===== src/rtl/cond_exec_unit.sv =====
// cond_exec_unit: per-context NZCV status, ARM condition evaluation,
// IT-style predicated blocks, one-deep registered valid/ready output.
module cond_exec_unit #(
  parameter int CTX_W    = 1,
  parameter int CNT_W    = 3,
  parameter int BLK_MAX  = 4,
  parameter int BYPASS   = 1,
  parameter int NV_NEVER = 0
) (
  input  logic                     clk,
  input  logic                     rst_n,
  input  logic                     in_valid,
  output logic                     in_ready,
  input  logic [CTX_W-1:0]         in_ctx,
  input  logic [3:0]               in_cond,
  input  logic                     in_blk_start,
  input  logic [CNT_W-1:0]         in_blk_len,
  input  logic                     flag_we,
  input  logic [CTX_W-1:0]         flag_ctx,
  input  logic [3:0]               flag_val,
  output logic                     out_valid,
  input  logic                     out_ready,
  output logic [CTX_W-1:0]         out_ctx,
  output logic                     out_exec,
  output logic                     out_in_blk,
  output logic [4*(2**CTX_W)-1:0]  status
);

  localparam int NUM_CTX = 2**CTX_W;
  localparam logic [CNT_W-1:0] BLK_LIM = CNT_W'(BLK_MAX);

  logic [3:0]       stat     [NUM_CTX];
  logic [CNT_W-1:0] blk_cnt  [NUM_CTX];
  logic [3:0]       blk_cond [NUM_CTX];

  logic             acc;
  logic [3:0]       fl;
  logic             z, c, n, v;
  logic [CNT_W-1:0] cur_cnt;
  logic [CNT_W-1:0] start_cnt;
  logic [3:0]       eff;
  logic             in_blk;
  logic             pass;

  assign in_ready = ~out_valid | out_ready;
  assign acc      = in_valid & in_ready;
  assign cur_cnt  = blk_cnt[in_ctx];

  assign fl = (BYPASS != 0 && flag_we && flag_ctx == in_ctx)
            ? flag_val : stat[in_ctx];
  assign z = fl[3];
  assign c = fl[2];
  assign n = fl[1];
  assign v = fl[0];

  assign start_cnt = (in_blk_len > BLK_LIM) ? BLK_LIM : in_blk_len;

  // Pick the governing condition and evaluate it against the flags.
  always_comb begin
    in_blk = 1'b0;
    eff    = in_cond;
    pass   = 1'b0;
    if (in_blk_start) begin
      eff = 4'hE;
    end else if (cur_cnt != '0) begin
      eff    = blk_cond[in_ctx];
      in_blk = 1'b1;
    end
    case (eff)
      4'h0: pass = z;
      4'h1: pass = ~z;
      4'h2: pass = c;
      4'h3: pass = ~c;
      4'h4: pass = n;
      4'h5: pass = ~n;
      4'h6: pass = v;
      4'h7: pass = ~v;
      4'h8: pass = c & ~z;
      4'h9: pass = ~c | z;
      4'hA: pass = (n == v);
      4'hB: pass = (n != v);
      4'hC: pass = ~z & (n == v);
      4'hD: pass = z | (n != v);
      4'hE: pass = 1'b1;
      4'hF: pass = (NV_NEVER == 0);
      default: pass = 1'b0;
    endcase
  end

  // Status registers follow writeback independent of stalls.
  always_ff @(posedge clk or negedge rst_n) begin
    if (!rst_n) begin
      for (int k = 0; k < NUM_CTX; k++) stat[k] <= '0;
    end else if (flag_we) begin
      stat[flag_ctx] <= flag_val;
    end
  end

  // Block state of the accepted context: open/replace or count down.
  always_ff @(posedge clk or negedge rst_n) begin
    if (!rst_n) begin
      for (int k = 0; k < NUM_CTX; k++) begin
        blk_cnt[k]  <= '0;
        blk_cond[k] <= '0;
      end
    end else if (acc) begin
      if (in_blk_start) begin
        blk_cond[in_ctx] <= in_cond;
        blk_cnt[in_ctx]  <= start_cnt;
      end else if (cur_cnt != '0) begin
        blk_cnt[in_ctx] <= cur_cnt - 1'b1;
      end
    end
  end

  // Output stage: load on accept, drain when downstream takes it.
  always_ff @(posedge clk or negedge rst_n) begin
    if (!rst_n) begin
      out_valid  <= 1'b0;
      out_ctx    <= '0;
      out_exec   <= 1'b0;
      out_in_blk <= 1'b0;
    end else if (acc) begin
      out_valid  <= 1'b1;
      out_ctx    <= in_ctx;
      out_exec   <= pass;
      out_in_blk <= in_blk;
    end else if (out_ready) begin
      out_valid <= 1'b0;
    end
  end

  for (genvar k = 0; k < NUM_CTX; k++) begin : g_stat
    assign status[4*k +: 4] = stat[k];
  end

endmodule


===== config.mk =====
export PLATFORM = sky130hd
export DESIGN_NAME = cond_exec_unit
export DESIGN_NICKNAME = d
export VERILOG_FILES = /design/src/rtl/cond_exec_unit.sv
export SDC_FILE = /design/constraint.sdc
export NUM_CORES = 1
export LEC_CHECK = 0
export BUFFER_PORTS_ARGS = -buffer_cell sky130_fd_sc_hd__buf_2
export CAP_MARGIN = 20
export CORE_ASPECT_RATIO = 0.7
export CORE_MARGIN = 3
export CORE_UTILIZATION = 40
export CTS_BUF_LIST = sky130_fd_sc_hd__clkbuf_4
export CTS_CLUSTER_SIZE = 12
export DETAILED_ROUTE_END_ITERATION = 8
export PLACE_DENSITY = 0.72
export REMOVE_ABC_BUFFERS = 1
export SLEW_MARGIN = 20
export SYNTH_ARGS = -nofsm -noshare
export SYNTH_HDL_FRONTEND = slang
export SYNTH_SLANG_ARGS = --single-unit

===== constraint.sdc =====
create_clock -name clk -period 3.1 [get_ports clk]
set_input_delay 0.31 -clock clk [delete_from_list [all_inputs] [get_ports clk]]
set_output_delay 0.31 -clock clk [all_outputs]
set_load 0.05 [all_outputs]

### Word-level counts from Yosys, hierarchy flattened

Index checks and enable logic that the tools add are counted.

* flip-flop bits (word level): 26
* input bits: 19
* output and inout port bits: 13
* logic and storage cells: 87

* add/subtract/negate cells: 1
* order comparisons: 5
* eq/ne operators: 18
* multiplexer cells: 30
* bitwise logic cells: 13
* reductions and logical operators: 10

Operator list (number)
* 4-bit 2-to-1 mux: 11
* 4-bit == test, second input constant: 8
* 8-bit bitwise mux: 2
* 4-bit by 3-bit == test with 1-bit output, second input constant: 4
* 3-bit 2-to-1 mux: 5
* 1-bit case mux with 15 select lines: 1
* 6-bit bitwise mux: 2
* 6-bit 2-to-1 mux: 2
* 4-bit demux with 1-bit select: 2
* 4-bit by 2-bit == test with 1-bit output, second input constant: 2
* 1-bit inverter: 5
* 4-bit by 1-bit == test with 1-bit output, second input constant: 1
* 2-bit >= comparator, second input constant: 2
* 4-bit logical NOT: 1
* 2-bit by 1-bit less-than comparator with 1-bit output, second input constant: 2
* 1-bit 2-to-1 mux: 4
* 1-bit inverter with 2-bit output: 2
* 2-bit AND reduction: 2
* 2-bit nonzero test: 2
* 1-bit bitwise AND: 3
* 3-bit demux with 1-bit select: 1
* 3-bit greater-than comparator, second input constant: 1
* 1-bit logical AND: 3
* 1-bit bitwise OR: 3
* 5 further kinds: 6

### Logic depth before layout (Yosys ltp)

Gate-level depths: netlist of run 1.

* depth after elaboration: 10
* depth in mapped cells: 12
* mapped depth without buffers: 9

### Least setup slack after synthesis of run 1

Ideal clock, no wire load.

* kind: input-to-reg
* start: input in_ctx
* end: register out_exec
* library setup time: 0.126 ns
* data arrival time: 2.497 ns
* required time: 2.974 ns
* slack: 0.477 ns
* cell stages on the path: 12
* buffers on the path: 3
* cell sequence: buf_2 buf_2 mux2i_1 ha_1 nand2b_1 or2_4 o22a_1 buf_6 nor4b_2 a2111o_1 a211oi_1 a221o_1

* cells in the longest elaborated chain, start to end: 10
* elaborated cells between the ends (all ways): 44
* classes of those cells: 18 x eq/ne; 13 x mux; 9 x bitwise; 4 x reduce/logical

RTL lines
* from (decl): RTL line 14 `input logic [CTX_W-1:0] in_ctx,`
* 1-bit inverter with 2-bit output (implied by the code): RTL line 47, 50, 66
* 3-bit 2-to-1 mux (implied by the code) (3 in a row): RTL line 47 `assign cur_cnt = blk_cnt[in_ctx];`
* 3-bit nonzero test: RTL line 65 `end else if (cur_cnt != '0) begin`
* 4-bit 2-to-1 mux: RTL line 65
* 4-bit 2-to-1 mux: RTL line 63 `if (in_blk_start) begin`
* 4-bit == test: RTL line 69 `case (eff)`
* 2-bit OR reduction (no line)
* 1-bit case mux with 15 select lines (*): RTL line 69
* to (signal assigned): RTL line 126 `out_exec <= pass;`
* to (decl): RTL line 24 `output logic out_exec,`

Every way passes the cells marked *; elsewhere a longest branch is shown, timed or not. The select of a mux whose other input is x is not followed.
A chain may end at the register's enable or synchronous reset.

### Final worst setup path of run 1

* start: register blk_cnt[0] (netlist name)
* end: register out_exec

* cells in the longest elaborated chain, start to end: 9
* elaborated cells between the ends (all ways): 24
* classes of those cells: 15 x eq/ne; 6 x mux; 3 x reduce/logical

RTL lines
* from (decl): RTL line 33 `logic [CNT_W-1:0] blk_cnt [NUM_CTX];`
* from (signal, indexed assignment): RTL line 109 `blk_cnt[in_ctx] <= start_cnt;`
* from (signal, indexed assignment): RTL line 111 `blk_cnt[in_ctx] <= cur_cnt - 1'b1;`
* 3-bit 2-to-1 mux (implied by the code) (*) (3 in a row): RTL line 47
* 3-bit nonzero test (*): RTL line 65
* 4-bit 2-to-1 mux (*): RTL line 65
* 4-bit 2-to-1 mux (*): RTL line 63
* 4-bit == test: RTL line 69
* 2-bit OR reduction (no line)
* 1-bit case mux with 15 select lines (*): RTL line 69

Marks and branches as above.

==> results of run 1 <==
-- state kept, by name, indices dropped and copies added (netlist names) --
signal and count:
out_in_blk 1, blk_cond 8, out_ctx 1, status 8
out_exec 1, out_valid 1, blk_cnt 6
-- layout make-up --
cell class	count	area [sq um]
clock buffer	3	22.5
clock inverter	1	3.75
fill	326	1630
inverter	3	11.3
multi-input combinational	107	807
sequential	26	651
tap	47	58.8
timing repair buffer	33	173
-- synthesized netlist by cell type, types with 2 or more instances --
library cell  instances  area share
dfrtp_1              26        0.43
nand2_1              19       0.047
mux2_2               17        0.13
mux2i_1              10       0.067
o21ai_0               7       0.023
nand2b_1              5       0.021
and2_1                4       0.017
buf_2                 4       0.013
nand3b_1              4       0.020
nor3_1                4       0.013
a211oi_1              3       0.015
inv_1                 3      0.0075
nand3_1               3       0.010
nor2_1                3      0.0075
xnor2_1               3       0.017
a21o_1                2       0.010
a21oi_1               2      0.0067
ha_1                  2       0.017
o211ai_2              2       0.017
or3_1                 2      0.0083
xor2_1                2       0.012
-- stage by stage --
| step | hold WS, ns | std cells | util | power, mW |
|---|---|---|---|---|
| after global placement | 0.329 | 215 | 0.503 | 0.996 |
| after CTS | 0.193 | 220 | 0.514 | 1.17 |
| after floorplan | 0.0144 | 136 | - | 0.884 |
| after detailed placement | 0.339 | 215 | 0.503 | 1.02 |
| after global routing | 0.193 | 220 | 0.514 | 1.24 |
| final | 0.196 | 220 | 0.514 | 1.16 |
-- critical path, cell delays in order (launching register included) --
cell	delay, ns
dfrtp_1	0.43
mux2i_1	0.24
ha_1	0.23
nand2b_1	0.10
or2_4	0.25
o22a_1	0.31
nor4b_2	0.32
a2111o_1	0.17
a211oi_1	0.04
a221o_1	0.26
-- power breakdown --
part | total (mW) | internal, mW | switching (mW)
combinational | 0.538 | 0.217 | 0.322
clock | 0.145 | 0.0472 | 0.0979
sequential | 0.481 | 0.424 | 0.0568
-- routing by layer --
layer	global-route usage	up-vias	routed length [um]
met3	0.0379	2	123
met2	0.246	25	1540
met5	0	-	0
met4	0.0343	0	27
met1	0.209	559	1650
li1	-	571	-
-- what timing repair did --
| item | CTS | global route |
|---|---|---|
| hold buffers | 1 | 0 |
| setup endpoints to repair | 0 | 0 |
| hold endpoints to repair | 26 | 0 |
| gates resized for setup | 0 | 0 |
-- worst paths after layout --
path	start	end	slack [ns]
hold / removal	in_valid	out_valid	0.20
max in group asynchronous	rst_n	status[5]	2.23
setup reg to reg	blk_cnt[0]	out_exec	0.66
setup / recovery	blk_cnt[0]	out_exec	0.66
hold reg to reg	out_ctx	out_ctx	0.51
min in group asynchronous	rst_n	status[0]	0.50
-- cells by family (layout without fill, tap and decap cells) --
family | count (synthesis) | count (layout) | share of synthesized area
simple gates | 48 | 48 | 0.168
mux | 28 | 28 | 0.204
flops | 26 | 26 | 0.433
compound gates | 24 | 24 | 0.119
buf+inv | 9 | 40 | 0.0308
xor+xnor | 5 | 5 | 0.0291
fa+ha+maj | 2 | 2 | 0.0166
==> results_dict.tcl, run 1 <==
set metrics [dict create \
    status "finished, final reports clean" \
    relSlewSlack 0.613 \
    crit_type "reg -> reg" \
    cts_tree "built" \
    vdd_drop_max_mv 0.290 \
    power.density_nw_per_um2 674 \
    gp_congestion 0.874 \
    r2r_cells 9 \
    htree_num_levels 1 \
    worst-endpoint-required_ns 3.32 \
    yosys.cell_types.count 36 \
    synth_cells 142 \
    crit_fanout 7 \
    placed_area_sq_um 1690 \
    cts.root.buffer_cell "clkbuf_4" \
    portBuffers 31 \
    finalSetupTns_ns 0 \
    hp-class "in -> reg" \
    final_cell_mix "buf_2, dfrtp_1, nand2_1, mux2_2, mux2i_1" \
    nets 195 \
    clkLatencyLatePin_ns 0.32 \
    cts_buffer_depth 2 \
    die_h_um 57.3 \
    worst_slack_ns 0.660 \
    p_leak_nw 0.807 \
    avgSynthCellArea_sq_um 10.6 \
    clk_pin_slew_ns 0.13 \
    synth_edf_count 0 \
    final_max_slew_viol_count 0 \
    hold_depth 2 \
    overflow 0 \
    endpoint_kind "register" \
    finalHoldViolCount 0 \
    final_layout_size_suffix_gt1_frac 0.335 \
    max_freq_ghz 0.410 \
    diodes 0 \
    clock_skew_ns 0.00165 \
    rows 17 \
    antenna_found_initial 0 \
    core_area_sq_um 3360 \
    rsz0062_at_grt "no" \
    cts_buffers 3 \
    wl_um 3340 \
    postCtsSetupBuffers 0 \
    setup_viol 0 \
    ys_seq_area_frac 0.433 \
    dpl.hpwl_um 2630 \
    cts_sinks 26 \
    async_flop_share 1.00 \
    pin_count 32 \
    area_delta_synth_final_pct 14.8 \
    ant_nets 0 \
    chipWidth_um 79.3 \
    drt_first_pass_iters 4 \
    first_iter_violations 95 \
    finalInstanceArea_sq_um 1730 \
    synth_seq_cells 26 \
    dr_total_vias 1157 \
    start_util 0.448 \
    start_kind "register" \
    synth_top_flop_cell "dfrtp_1" \
    vias_per_cell 5.26 \
    cp_data_arrival_time_ns 2.66 \
    layout_min_cycle_time_ns 2.44 \
    drc 0 \
    worst_slew_pin_slew_ns 0.579 \
    synth_area_sq_um 1500 \
    grt_max_degree 27 \
    grt_pass1_wl_um 5420 \
    dpl_worst_slack_ns 0.426 \
    ys_warn_count 0 \
    gr-usage-all-layers 0.153 \
    post-route-period-util 0.787 \
    wl_per_cell_um 15.2 \
    first_global_vias 1167 \
    max-cap-violations 0 \
    layout_commonest_cell "buf_2" \
    dieArea_sq_um 4540 \
]
Power figures use the tool's default switching activity.
==> inputs of run 2 (changes only) <==
--- a/config.mk
+++ b/config.mk
@@ -5,6 +5,7 @@
 export SDC_FILE = /design/constraint.sdc
 export NUM_CORES = 1
 export LEC_CHECK = 0
+export ABC_AREA = 1
 export BUFFER_PORTS_ARGS = -buffer_cell sky130_fd_sc_hd__buf_2
 export CAP_MARGIN = 20
 export CORE_ASPECT_RATIO = 0.7
@@ -13,7 +14,7 @@
 export CTS_BUF_LIST = sky130_fd_sc_hd__clkbuf_4
 export CTS_CLUSTER_SIZE = 12
 export DETAILED_ROUTE_END_ITERATION = 8
-export PLACE_DENSITY = 0.72
+export PLACE_DENSITY = 0.73
 export REMOVE_ABC_BUFFERS = 1
 export SLEW_MARGIN = 20
 export SYNTH_ARGS = -nofsm -noshare
==> constraint.sdc (replaced) <==
create_clock -name clk -period 2.18 [get_ports clk]
set_input_delay 0.218 -clock clk [delete_from_list [all_inputs] [get_ports clk]]
set_output_delay 0.218 -clock clk [all_outputs]
set_load 0.05 [all_outputs]
==> run 2 against run 1 <==
Sequential cell count stayed put; non-clock buffer count is 5 higher; sequential power is 40% higher; area after synthesis is 9.2% higher; first-iteration DRC count is 28% lower; global-route usage hardly changed; critical endpoint unchanged; largest power group unchanged.
==> results_dict.tcl, run 2 <==
set metrics [dict create \
    whs_endpoint "out_valid" \
    hp-class "in -> reg" \
    synthAdderAreaFrac 0.0152 \
    finalSetupTns_ns 0 \
    synth_edf_count 0 \
    dieArea_sq_um 4920 \
    cp_slowest_cell "dfrtp_1" \
    drc 0 \
    timing.rr.end "out_exec" \
    worst-endpoint-required_ns 2.43 \
    status "finished, final reports clean" \
    synth_area_sq_um 1640 \
    cts_sinks 26 \
    htree_num_levels 1 \
    die_h_um 59.6 \
    r2r_cells 15 \
    avgSynthCellArea_sq_um 7.11 \
    hold_start "out_ready" \
    reg2reg_slack_ns 0.24 \
    synthTopCellsByCount "nand2_1, inv_1, o21ai_0, dfrtp_1, nand3_1" \
    crit_fanout 6 \
    hold_depth 4 \
    yosys.cell_count.top_type "nand2_1" \
    layout_min_cycle_time_ns 1.94 \
    overflow 0 \
    clk_pin_slew_ns 0.15 \
    vias_per_cell 4.79 \
    final_cell_mix "nand2_1, buf_2, inv_1, o21ai_0, dfrtp_1" \
    dpl.hpwl_um 2730 \
    synth_top_area_cell "dfrtp_1" \
    fin_cells 319 \
    cts_buffers 3 \
    rows 18 \
    crit_type "reg -> reg" \
    gr-usage-all-layers 0.152 \
    synth_compound_gate_area_share 0.127 \
    post-route-period-util 0.891 \
    vdd_drop_max_mv 0.390 \
    whs_ns 0.145 \
    portBuffers 31 \
    grt_pass1_wl_um 5720 \
    cts.root.buffer_cell "clkbuf_4" \
    first_global_vias 1240 \
    clkLatencyLatePin_ns 0.33 \
    max_freq_ghz 0.515 \
    drt_first_pass_iters 4 \
    crit_chain "or2_4 > o21ai_2 > ha_2 > nand3_4 > buf_4 > nand3_1 > nand2_2 > nand2_1 > nand2_1 > nand3_1 > nand3_1 > nand2_1 > nand2_1 > nand2_1 > nand2_1" \
    wl_um 3480 \
    synth_xor_area_frac 0 \
    ys_warn_count 0 \
    post-route-util 0.514 \
    finalHoldViolCount 0 \
    async_flop_share 1.00 \
    core_area_sq_um 3720 \
    p_leak_nw 1.08 \
    power.density_nw_per_um2 855 \
    synth_seq_cells 26 \
    ant_nets 0 \
    chipWidth_um 82.6 \
    cp_common_cell "nand2_1" \
    synthSimpleGateAreaFrac 0.338 \
    diodes 0 \
    p_total_mw 1.63 \
    synth_top_family_by_area "simple AND/OR/NAND/NOR gates" \
    final_max_slew_viol_count 0 \
    nFillCells 377 \
    wl_per_cell_um 10.9 \
    dr_total_vias 1528 \
    rsz0062_at_grt "no" \
    yosys.cell_types.count 22 \
    nets 291 \
    cp_data_arrival_time_ns 2.19 \
    max-cap-violations 0 \
    multi_input_comb_area_sq_um 826 \
    gp_congestion 0.858 \
    r2r_start "blk_cnt[3]" \
    cts_tree "built" \
    pin_count 32 \
    place_inst 312 \
    synth_top_flop_cell "dfrtp_1" \
    grt_max_degree 27 \
    start_util 0.442 \
    clock_skew_ns 0.0103 \
    setup_viol 0 \
    synth.top_cell.area_share 0.396 \
    synth_cells 231 \
    muxShareOfSynthArea 0.0183 \
    layout_commonest_cell "nand2_1" \
    endpoint_kind "register" \
    ys_seq_area_frac 0.396 \
    final_layout_size_suffix_gt1_frac 0.227 \
    slowest_delay_ns 0.41 \
    antenna_found_initial 0 \
    worst_slew_pin_slew_ns 0.584 \
    cts_buffer_depth 2 \
    start_kind "register" \
    area_delta_synth_final_pct 16.4 \
    seq_area_sq_um 651 \
    relSlewSlack 0.610 \
    synth_area_leaders "dfrtp_1, nand2_1, o21ai_0" \
    first_iter_violations 68 \
]
run 2: how the worst max path moves through the flow:
stage                 end  cells past startpoint        from
2_1_floorplan  blk_cnt[3]                      6   out_valid
3_3_place_gp     out_exec                     17      in_ctx
3_5_place_dp     out_exec                     17      in_ctx
4_1_cts          out_exec                     16  blk_cnt[3]
5_1_grt          out_exec                     16  blk_cnt[3]
6_report         out_exec                     15  blk_cnt[3]
run 2: critical path: cells and delay by family (launching register included):
family                     cells  cell delay, ns
AOI/OAI and AO/OA              1            0.07
buffers and inverters          1            0.16
adders and majority gates      1            0.24
DFF                            1            0.41
and+or+nand+nor               12            1.01
run 2: where the power goes:
group	leakage, nW	switching [mW]	internal (mW)
clock network	0.0154	0.149	0.0674
logic	0.743	0.481	0.262
registers	0.322	0.0805	0.594
run 2: cell type report:
type	instances	area share
timing repair buffer	38	0.110
inverter	34	0.0707
sequential	26	0.341
multi-input combinational	167	0.432
clock inverter	1	0.00196
clock buffer	3	0.0118
tap	50	0.0327
run 2: cells by family (layout without fill, tap and decap cells):
group           after synthesis  after routing
compound gates               38             38
fa+ha+maj                     2              2
buf+inv                      38             76
simple gates                124            124
mux                           3              3
flops                        26             26
run 2: through the flow:
step	cell area, sq um	setup slack (ns)
after detailed placement	1850	0.0580
final	1910	0.237
after global placement	1850	0.104
after floorplan	1600	0.247
after global routing	1910	0.0139
after CTS	1890	0.0928
run 2: metal layers:
| metal | GRT usage | vias to the layer above | share of wire |
|---|---|---|---|
| met5 | 0 | - | 0 |
| met4 | 0.0280 | 0 | 0.0086 |
| met3 | 0.0410 | 5 | 0.069 |
| met2 | 0.215 | 42 | 0.37 |
| met1 | 0.233 | 671 | 0.55 |
| li1 | - | 810 | - |
run 2: timing repair:
action	4_1_cts	5_1_grt
endpoints found under the setup margin	0	1
resized for setup	0	4
hold buffers	1	0
hold endpoints to repair	26	0
buffers inserted	0	2
==> inputs of run 3 (changes only) <==
--- a/config.mk
+++ b/config.mk
@@ -8,11 +8,11 @@
 export ABC_AREA = 1
 export BUFFER_PORTS_ARGS = -buffer_cell sky130_fd_sc_hd__buf_2
 export CAP_MARGIN = 20
-export CORE_ASPECT_RATIO = 0.7
+export CORE_ASPECT_RATIO = 2
 export CORE_MARGIN = 3
 export CORE_UTILIZATION = 40
 export CTS_BUF_LIST = sky130_fd_sc_hd__clkbuf_4
-export CTS_CLUSTER_SIZE = 12
+export CTS_CLUSTER_SIZE = 8
 export DETAILED_ROUTE_END_ITERATION = 8
 export PLACE_DENSITY = 0.73
 export REMOVE_ABC_BUFFERS = 1
==> run 3 against run 2 <==
Register-to-register slack worse by 0.06 ns; non-clock buffer count down 1; clock-buffer cell count is the same; critical path depth rose by 1; die area increased by 0.69%; utilization is 2.8 points lower; fmax shrank 3.1%; first-iteration DRC count fell by 26%; routed wire length up 11%; largest cell class unchanged.
==> results_dict.tcl, run 3 (synthesized netlist as in run 2, its figures left out) <==
set metrics [dict create \
    dpl.hpwl_um 3110 \
    hold_start "out_ready" \
    cts_buffer_depth 2 \
    max-cap-violations 0 \
    vdd_drop_max_mv 0.413 \
    placed_area_sq_um 1860 \
    gr-usage-all-layers 0.171 \
    hp-class "in -> reg" \
    portBuffers 31 \
    crit_type "reg -> reg" \
    area_delta_synth_final_pct 16.1 \
    dpl_worst_slack_ns 0.0318 \
    cts_tree "built" \
    antenna_found_initial 0 \
    critPathLaunch "blk_cnt[3]" \
    nets 290 \
    place_inst 314 \
    clkLatencyLatePin_ns 0.34 \
    r2r_cells 16 \
    grt_pass1_wl_um 6490 \
    rows 32 \
    finalHoldViolCount 0 \
    setup_viol 0 \
    core_area_sq_um 3920 \
    endpoint_kind "register" \
    vias_per_cell 4.87 \
    power.density_nw_per_um2 858 \
    drc 0 \
    postCtsSetupBuffers 0 \
    final_max_slew_viol_count 0 \
    fin_cells 319 \
    grt_max_degree 27 \
    worst-endpoint-required_ns 2.43 \
    start_kind "register" \
    power_frac_comb 0.453 \
    overflow 0 \
    wl_per_cell_um 12.1 \
    dieArea_sq_um 4960 \
    final_layout_size_suffix_gt1_frac 0.228 \
    status "finished, final reports clean" \
    timing.rr.end "out_exec" \
    cts_sinks 26 \
    r2r_start "blk_cnt[3]" \
    nFillCells 412 \
    relSlewSlack 0.597 \
    final_cell_mix "nand2_1, buf_2, inv_1, o21ai_0, dfrtp_1" \
    cts_buffers 3 \
    first_iter_violations 50 \
    crit_fanout 6 \
    die_h_um 96.6 \
    whs_ns 0.148 \
    cp_data_arrival_time_ns 2.26 \
    first_global_vias 1541 \
    clk_pin_slew_ns 0.14 \
    p_switching_uw 725 \
    reg2reg_slack_ns 0.17 \
    seqPwrFrac 0.411 \
    ant_nets 0 \
    finalSetupTns_ns 0 \
    crit_path_end "out_exec" \
    max_freq_ghz 0.499 \
    htree_num_levels 1 \
    cts.root.buffer_cell "clkbuf_4" \
    pwr-share-clk 0.136 \
    clock_skew_ns 0.00318 \
    post-route-util 0.486 \
    chipWidth_um 51.3 \
    worst_slack_ns 0.175 \
    wl_um 3870 \
    p_total_mw 1.63 \
    layout_commonest_cell "nand2_1" \
    start_util 0.418 \
    worst_slew_pin_slew_ns 0.604 \
    diodes 0 \
    finalInstanceArea_sq_um 1910 \
    post-route-period-util 0.920 \
    dr_total_vias 1553 \
    drt_first_pass_iters 4 \
    gp_congestion 0.912 \
    p_leak_nw 1.08 \
    switching_share 0.444 \
    internal_power_uw 910 \
    layout_min_cycle_time_ns 2.01 \
    pin_count 32 \
    rsz0062_at_grt "no" \
]
run 3: cell count changes in the layout (fill, tap and decap cells not counted):
cell,change
o21ai_1,-1
or2_2,+1
o21ai_2,+1
or2_4,-1
buf_4,-1
run 3: layer usage:
metal  vias up  track usage  routed length [um]
met2        36        0.357                2250
li1        804            -                   -
met5         -            0                   0
met1       700        0.155                1360
met4         0       0.0766                 122
met3        13       0.0215                 136
run 3: power groups by stage:
stage / clock network, mW / logic, mW / registers, mW
floorplan: 0 / 0.418 / 0.791
global placement: 0 / 0.719 / 0.675
detailed placement: 0 / 0.734 / 0.679
CTS: 0.227 / 0.737 / 0.669
global route: 0.245 / 0.833 / 0.686
finish: 0.223 / 0.740 / 0.672
run 3: worst max-delay path, cell delays in order, from the launching register on:
cell and delay [ns]:
dfrtp_1 0.40, or2_2 0.29, o21ai_2 0.07, ha_2 0.23
nand3_4 0.12, nor2_4 0.11, nand2_1 0.07, nand2_2 0.11
nand2_1 0.07, nand2_1 0.06, nand3_1 0.07, nand2_1 0.06
nand2_1 0.05, nand2_1 0.06, nand2_1 0.05, nand2_1 0.06
nand2_1 0.04
run 3: worst min path at each step:
stage | endpoint | slack [ns] | cells after the start
2_1_floorplan | blk_cnt[0] | -0.08 | 0
3_3_place_gp | status[6] | 0.25 | 1
3_5_place_dp | status[6] | 0.26 | 1
4_1_cts | out_valid | 0.16 | 4
5_1_grt | status[2] | 0.16 | 3
6_report | out_valid | 0.15 | 4
run 3: what timing repair did:
| action | 4_1_cts | 5_1_grt |
|---|---|---|
| hold buffers | 1 | 0 |
| hold endpoints to repair | 26 | 0 |
| gates resized for setup | 0 | 4 |
| endpoints found under the setup margin | 0 | 1 |
run 3: area by class of cell:
cell class | instances | area [sq um] | area share
tap | 51 | 63.8 | 0.0335
inverter | 34 | 135 | 0.0709
sequential | 26 | 651 | 0.341
clock inverter | 1 | 3.75 | 0.00197
multi-input combinational | 167 | 827 | 0.434
clock buffer | 3 | 22.5 | 0.0118
timing repair buffer | 37 | 203 | 0.106
